### config.mk
export PLATFORM = sky130hd
export DESIGN_NAME = vc_dest_arbiter
export DESIGN_NICKNAME = d
export VERILOG_FILES = /design/src/rtl/vc_dest_arbiter.sv
export SDC_FILE = /design/constraint.sdc
export NUM_CORES = 1
export LEC_CHECK = 0
export CORE_ASPECT_RATIO = 1.5
export CORE_MARGIN = 10
export CORE_UTILIZATION = 45
export DETAILED_ROUTE_END_ITERATION = 8
export PLACE_DENSITY = 0.79
export SLEW_MARGIN = 0
export SYNTH_ARGS = -nofsm -noshare
export SYNTH_HDL_FRONTEND = slang
export SYNTH_SLANG_ARGS = --single-unit
### constraint.sdc
create_clock -name i_clk -period 1.9 [get_ports i_clk]
set_input_delay 0.38 -clock i_clk [delete_from_list [all_inputs] [get_ports i_clk]]
set_output_delay 0.38 -clock i_clk [all_outputs]
set_load 0.005 [all_outputs]
### src/rtl/vc_dest_arbiter.sv
// -----------------------------------------------------------------------------
// vc_dest_arbiter
//
// Purpose:
//   Drains the VC0 and VC1 FIFOs one word per cycle and forwards each word to
//   destination FIFO D0 or D1, selected by bit DEST_BIT of the word. VC0 has
//   priority, but after MAX_VC0_BURST consecutive VC0 pops with VC1 waiting,
//   one VC1 pop is forced so VC1 cannot starve. Pops stop whenever either
//   destination reports almost_full. Words already popped are always
//   delivered. Per-destination push counters wrap.
//
// Timing:
//   pop in cycle N -> FIFO read data valid in N+1 (captured at end of N+1)
//   -> push_Dx/data_Dx high in N+2 for one cycle. At most two words are in
//   flight, so the D0/D1 almost_full thresholds must leave two free entries.
//
// Ports:
//   i_clk              rising-edge clock
//   i_reset            synchronous, active-high reset
//   i_empty_fifo_VC0   VC0 FIFO empty
//   i_empty_fifo_VC1   VC1 FIFO empty
//   i_data_out_VC0     VC0 read data, valid the cycle after a VC0 pop
//   i_data_out_VC1     VC1 read data, valid the cycle after a VC1 pop
//   i_almost_full_D0   D0 FIFO almost full
//   i_almost_full_D1   D1 FIFO almost full
//   o_pop_VC0_fifo     read strobe to VC0 (combinational)
//   o_pop_VC1_fifo     read strobe to VC1 (combinational)
//   o_push_D0          write strobe to D0 (registered)
//   o_push_D1          write strobe to D1 (registered)
//   o_data_D0          write data to D0, holds last pushed value
//   o_data_D1          write data to D1, holds last pushed value
//   o_idle             FSM idle and nothing in flight
//   o_count_D0         words pushed to D0 since reset (wraps)
//   o_count_D1         words pushed to D1 since reset (wraps)
// -----------------------------------------------------------------------------
module vc_dest_arbiter #(
  parameter int data_width    = 6,
  parameter int DEST_BIT      = 4,
  parameter int MAX_VC0_BURST = 4,
  parameter int CNT_WIDTH     = 8
) (
  input  logic                  i_clk,
  input  logic                  i_reset,
  input  logic                  i_empty_fifo_VC0,
  input  logic                  i_empty_fifo_VC1,
  input  logic [data_width-1:0] i_data_out_VC0,
  input  logic [data_width-1:0] i_data_out_VC1,
  input  logic                  i_almost_full_D0,
  input  logic                  i_almost_full_D1,
  output logic                  o_pop_VC0_fifo,
  output logic                  o_pop_VC1_fifo,
  output logic                  o_push_D0,
  output logic                  o_push_D1,
  output logic [data_width-1:0] o_data_D0,
  output logic [data_width-1:0] o_data_D1,
  output logic                  o_idle,
  output logic [CNT_WIDTH-1:0]  o_count_D0,
  output logic [CNT_WIDTH-1:0]  o_count_D1
);

  localparam int BW = $clog2(MAX_VC0_BURST + 1);
  localparam logic [BW-1:0] BURST_MAX = BW'(MAX_VC0_BURST);

  typedef enum logic [1:0] {
    ST_IDLE   = 2'd0,
    ST_ACTIVE = 2'd1,
    ST_STALL  = 2'd2
  } state_t;

  state_t r_state;
  state_t w_state_nxt;

  logic                  w_af;
  logic                  w_any_vc;
  logic                  w_can_pop;
  logic                  w_pick_vc1;
  logic                  w_pop_vc0;
  logic                  w_pop_vc1;
  logic                  w_pop_any;
  logic [BW-1:0]         r_burst;
  logic [BW-1:0]         w_burst_nxt;

  // stage 1: a word popped last cycle whose data is on the FIFO read port now
  logic                  r_s1_valid;
  logic                  r_s1_from_vc1;
  logic [data_width-1:0] w_s1_word;
  logic                  w_s1_to_d1;

  logic                  r_push_D0;
  logic                  r_push_D1;
  logic [data_width-1:0] r_data_D0;
  logic [data_width-1:0] r_data_D1;
  logic [CNT_WIDTH-1:0]  r_count_D0;
  logic [CNT_WIDTH-1:0]  r_count_D1;
  logic                  r_idle;

  assign w_af      = i_almost_full_D0 | i_almost_full_D1;
  assign w_any_vc  = ~i_empty_fifo_VC0 | ~i_empty_fifo_VC1;
  assign w_can_pop = (r_state == ST_ACTIVE) & ~w_af;
  assign w_pop_any = w_pop_vc0 | w_pop_vc1;

  assign w_s1_word  = r_s1_from_vc1 ? i_data_out_VC1 : i_data_out_VC0;
  assign w_s1_to_d1 = w_s1_word[DEST_BIT];

  // Source select and pop strobes
  always_comb begin
    w_pick_vc1 = 1'b0;
    w_pop_vc0  = 1'b0;
    w_pop_vc1  = 1'b0;
    // VC1 wins when VC0 has nothing, or VC0 has used up its burst allowance
    if (!i_empty_fifo_VC1 && (i_empty_fifo_VC0 || (r_burst == BURST_MAX))) begin
      w_pick_vc1 = 1'b1;
    end else begin
      w_pick_vc1 = 1'b0;
    end
    if (w_can_pop) begin
      w_pop_vc1 = w_pick_vc1 & ~i_empty_fifo_VC1;
      w_pop_vc0 = ~w_pick_vc1 & ~i_empty_fifo_VC0;
    end else begin
      w_pop_vc1 = 1'b0;
      w_pop_vc0 = 1'b0;
    end
  end

  // Anti-starvation burst counter next value
  always_comb begin
    w_burst_nxt = r_burst;
    if (i_empty_fifo_VC1 || w_pop_vc1) begin
      w_burst_nxt = '0;
    end else if (w_pop_vc0 && (r_burst != BURST_MAX)) begin
      w_burst_nxt = r_burst + BW'(1);
    end else begin
      w_burst_nxt = r_burst;
    end
  end

  // FSM next-state logic
  always_comb begin
    w_state_nxt = r_state;
    case (r_state)
      ST_IDLE: begin
        if (w_any_vc) w_state_nxt = ST_ACTIVE;
        else          w_state_nxt = ST_IDLE;
      end
      ST_ACTIVE: begin
        if (w_af)                         w_state_nxt = ST_STALL;
        else if (!w_any_vc && !r_s1_valid) w_state_nxt = ST_IDLE;
        else                              w_state_nxt = ST_ACTIVE;
      end
      ST_STALL: begin
        if (w_af)          w_state_nxt = ST_STALL;
        else if (w_any_vc) w_state_nxt = ST_ACTIVE;
        else               w_state_nxt = ST_IDLE;
      end
      default: w_state_nxt = ST_IDLE;
    endcase
  end

  // FSM state, burst counter and stage-1 tracking
  always_ff @(posedge i_clk) begin
    if (i_reset) begin
      r_state       <= ST_IDLE;
      r_burst       <= '0;
      r_s1_valid    <= 1'b0;
      r_s1_from_vc1 <= 1'b0;
    end else begin
      r_state       <= w_state_nxt;
      r_burst       <= w_burst_nxt;
      r_s1_valid    <= w_pop_any;
      r_s1_from_vc1 <= w_pop_vc1;
    end
  end

  // Destination push strobes, data and counters
  always_ff @(posedge i_clk) begin
    if (i_reset) begin
      r_push_D0  <= 1'b0;
      r_push_D1  <= 1'b0;
      r_data_D0  <= '0;
      r_data_D1  <= '0;
      r_count_D0 <= '0;
      r_count_D1 <= '0;
    end else begin
      r_push_D0 <= r_s1_valid & ~w_s1_to_d1;
      r_push_D1 <= r_s1_valid & w_s1_to_d1;
      if (r_s1_valid && !w_s1_to_d1) begin
        r_data_D0  <= w_s1_word;
        r_count_D0 <= r_count_D0 + CNT_WIDTH'(1);
      end else begin
        r_data_D0  <= r_data_D0;
        r_count_D0 <= r_count_D0;
      end
      if (r_s1_valid && w_s1_to_d1) begin
        r_data_D1  <= w_s1_word;
        r_count_D1 <= r_count_D1 + CNT_WIDTH'(1);
      end else begin
        r_data_D1  <= r_data_D1;
        r_count_D1 <= r_count_D1;
      end
    end
  end

  // Idle flag, computed from next-cycle state so the output is registered:
  // a pop now becomes stage 1 next cycle, stage 1 now becomes a push next cycle
  always_ff @(posedge i_clk) begin
    if (i_reset) begin
      r_idle <= 1'b1;
    end else begin
      r_idle <= (w_state_nxt == ST_IDLE) & ~w_pop_any & ~r_s1_valid;
    end
  end

  assign o_pop_VC0_fifo = w_pop_vc0;
  assign o_pop_VC1_fifo = w_pop_vc1;
  assign o_push_D0      = r_push_D0;
  assign o_push_D1      = r_push_D1;
  assign o_data_D0      = r_data_D0;
  assign o_data_D1      = r_data_D1;
  assign o_idle         = r_idle;
  assign o_count_D0     = r_count_D0;
  assign o_count_D1     = r_count_D1;

endmodule

==> impl_metrics.csv <==
group,metric,value,unit
global_routing,grt_usage,0.142,
setup_path,crit_path_cell_trace,"dlygate4sd2_1 -> or4b_4 -> nor3_2 -> buf_2",
finish,drive_gt1_frac,0.171,
setup_path,worstPathRequired,1.52,ns
clock_tree,cts_sinks,38,
sta,hold_viol_final,0,
routing,drc,0,
yosys,async_flop_share,0,
yosys,synth_area_per_cell,8.90,um2
setup_path,critPathSlowestCell,"or4b_4",
clock_tree,cts.path.max_buffers,2,
setup_path,crit_buf_inv,2,
job,drv_cap,0,
pwr,swShare,0.235,
setup_path,worst_path_largest_cell_delay,0.54,ns
pwr,power.leakage,0.875,nW
routing,drt_wl_total,4790,um
clock_tree,root_buffer,"clkbuf_8",
yosys,ys_warn_count,0,
global_routing,grt_pass1_vias,1760,
sta,layout_min_cycle_time,1.83,ns
sta,max_freq,0.546,GHz
floorplanning,dieArea,6710,um2
floorplanning,rows,27,
clock_tree,post_cts.repair.setup_buffers,0,
yosys,syn_area,1710,um2
global_routing,grt_pass1_wl,8030,um
sta,fin_skew,0.0167,ns
setup_path,crit_fanout,3,
pwr,ir_drop,0.000600,V
place,gp_congestion,0.804,
global_routing,overflow,0,
routing,first_pass_iters,4,
finish,regArea,762,um2
place,numPortBuffers,50,
finish,synthToLayoutAreaGrowth,47.6,%
worst_hold_path,hp-class,"reg2reg",
routing,via_per_inst,5.65,
floorplanning,ioPinCount,51,
routing,antenna_left,0,
sta,tightest_slew,0.482,ns
routing,via_count,1701,
clock_tree,h-tree-depth,2,
pwr,p_clk_frac,0.411,
floorplanning,die_w,70.3,um
yosys,synth_edf_count,0,
pwr,switchingPower,0.398,mW
yosys,synth.distinct_cells,33,
finish,nets,279,
setup_path,cp_top_family,"simple AND/OR/NAND/NOR gates",
sta,fin_tns_setup,0,ns
finish,final_common_cell,"clkdlybuf4s50_1",
routing,routedWlPerCell,15.9,um
setup_path,start_kind,"primary input",
yosys,ys_seq_area_frac,0.445,
sta,slew_viol_final,0,
pwr,power_density,672,nW/um2
setup_path,critical_path_class,"in2out",
status,status,"finished, final reports clean",
floorplanning,die_y,95.5,um
clock_tree,clk_latency,0.30,ns
yosys,synthesis.instances,192,
routing,drt_iter0_drc,58,
pwr,comb_power_share,0.108,
finish,multiInputGateArea,887,um2
floorplanning,core_region_area,3680,um2
finish,stdcell_count,301,
global_routing,grt_max_degree,43,
place,dp_cells,293,
global_routing,antenna_found_initial,0,
clock_tree,cts_tree,"done",
place,dp_hpwl,3470,um
yosys,synth_nets,214,
sta,slew_headroom,0.677,
clock_tree,clkTransAtPathRegs,0.07,ns
finish,mostFrequentLayoutCells,"clkdlybuf4s50_1, dfxtp_1, a21oi_1",
floorplanning,initial_core_util,0.464,
sta,setup_violations,0,
clock_tree,numCtsBuffers,5,
pwr,seqPwrFrac,0.481,
setup_path,cp_data_arrival_time,1.45,ns
pwr,p_int,1.30,mW
finish,num_antenna_cells,0,
finish,fillers,294,
yosys,synth-seq-cells,38,
sta,rsz0062_at_grt,"no",
setup_path,endpoint_kind,"output port",
sta,fin_crit_sh,0.964,
yosys,ys.flop_type,"dfxtp_1",
[kinds of logic (layout without fill, tap and decap cells)]
family / count (synthesis) / count (layout) / synth area share
xor+xnor: 1 / 1 / 0.00513
fa+ha+maj: 4 / 4 / 0.0293
flops: 38 / 38 / 0.445
simple gates: 58 / 58 / 0.184
mux: 11 / 11 / 0.0681
compound gates: 59 / 59 / 0.219
buf+inv: 21 / 87 / 0.0498
[stage by stage]
stage               power (mW)   util  setup slack [ns]  hold WS (ns)  instance area (um2)
floorplan                0.904      -             0.172         0.460                 1710
global placement          1.01  0.648            -0.576         0.466                 2390
detailed placement        1.01  0.648            -0.553         0.472                 2390
CTS                       1.70  0.682            0.0300         0.483                 2510
global route              1.75  0.685           0.00990         0.515                 2520
finish                    1.69  0.685            0.0675         0.481                 2520
[path summary, 6_finish.rpt]
path	from	end	slack, ns	cells after the start
min	o_data_D0[4]$_SDFFE_PP0P_	o_data_D0[4]$_SDFFE_PP0P_	0.48	1
min reg2reg	o_data_D0[4]$_SDFFE_PP0P_	o_data_D0[4]$_SDFFE_PP0P_	0.48	1
max reg2reg	r_state[1]$_SDFF_PP0_	r_burst[2]$_SDFFE_PP0P_	0.15	4
max	i_almost_full_D0	o_pop_VC0_fifo	0.07	4
[state kept, by name, indices dropped and copies added, names as in the netlist]
register and flops:
o_push_D1 1, r_burst 3, o_push_D0 1, o_data_D0 6, r_s1_valid 1, o_data_D1 6
o_count_D1 8, o_idle 1, o_count_D0 8, r_state 2, r_s1_from_vc1 1
[cells in the mapped netlist, drive strengths merged (6+ instances only)]
cell type	n	area, um2
a211oi	11	82.6
or4	6	45.0
nor3	10	50.1
inv	6	22.5
a21oi	24	120
o31ai	6	45.0
nand3	10	50.1
dfxtp	38	761
mux2i	6	60.1
clkbuf	10	37.5
o21ai	6	30.0
nor2	15	56.3
[power by group through the flow]
stage / Clock, mW / Combinational (mW) / Sequential (mW)
final: 0.696 / 0.183 / 0.815
after global routing: 0.738 / 0.199 / 0.817
after CTS: 0.706 / 0.181 / 0.815
after detailed placement: 0 / 0.176 / 0.833
after global placement: 0 / 0.173 / 0.833
after floorplan: 0 / 0.0687 / 0.835
[metal layers]
layer	global-route usage	wire, um	up-vias
li1	-	-	841
met1	0.150	1950	815
met2	0.251	2490	43
met3	0.0582	317	2
met4	0.0495	31	0
met5	0	0	-
[final cells by class]
class,count,area share
multi-input cells,133,0.352
clock inverters,3,0.0179
inverters,6,0.00893
well taps,43,0.0213
repair buffers,73,0.271
flip-flops and latches,38,0.302
clock buffers,5,0.0273
[timing repair]
action,in CTS,in global routing
setup endpoints to repair,3,2
resized for setup,12,3
gates cloned,0,0
pin swaps,4,0
hold buffers,0,0
Power figures use the tool's default switching activity.
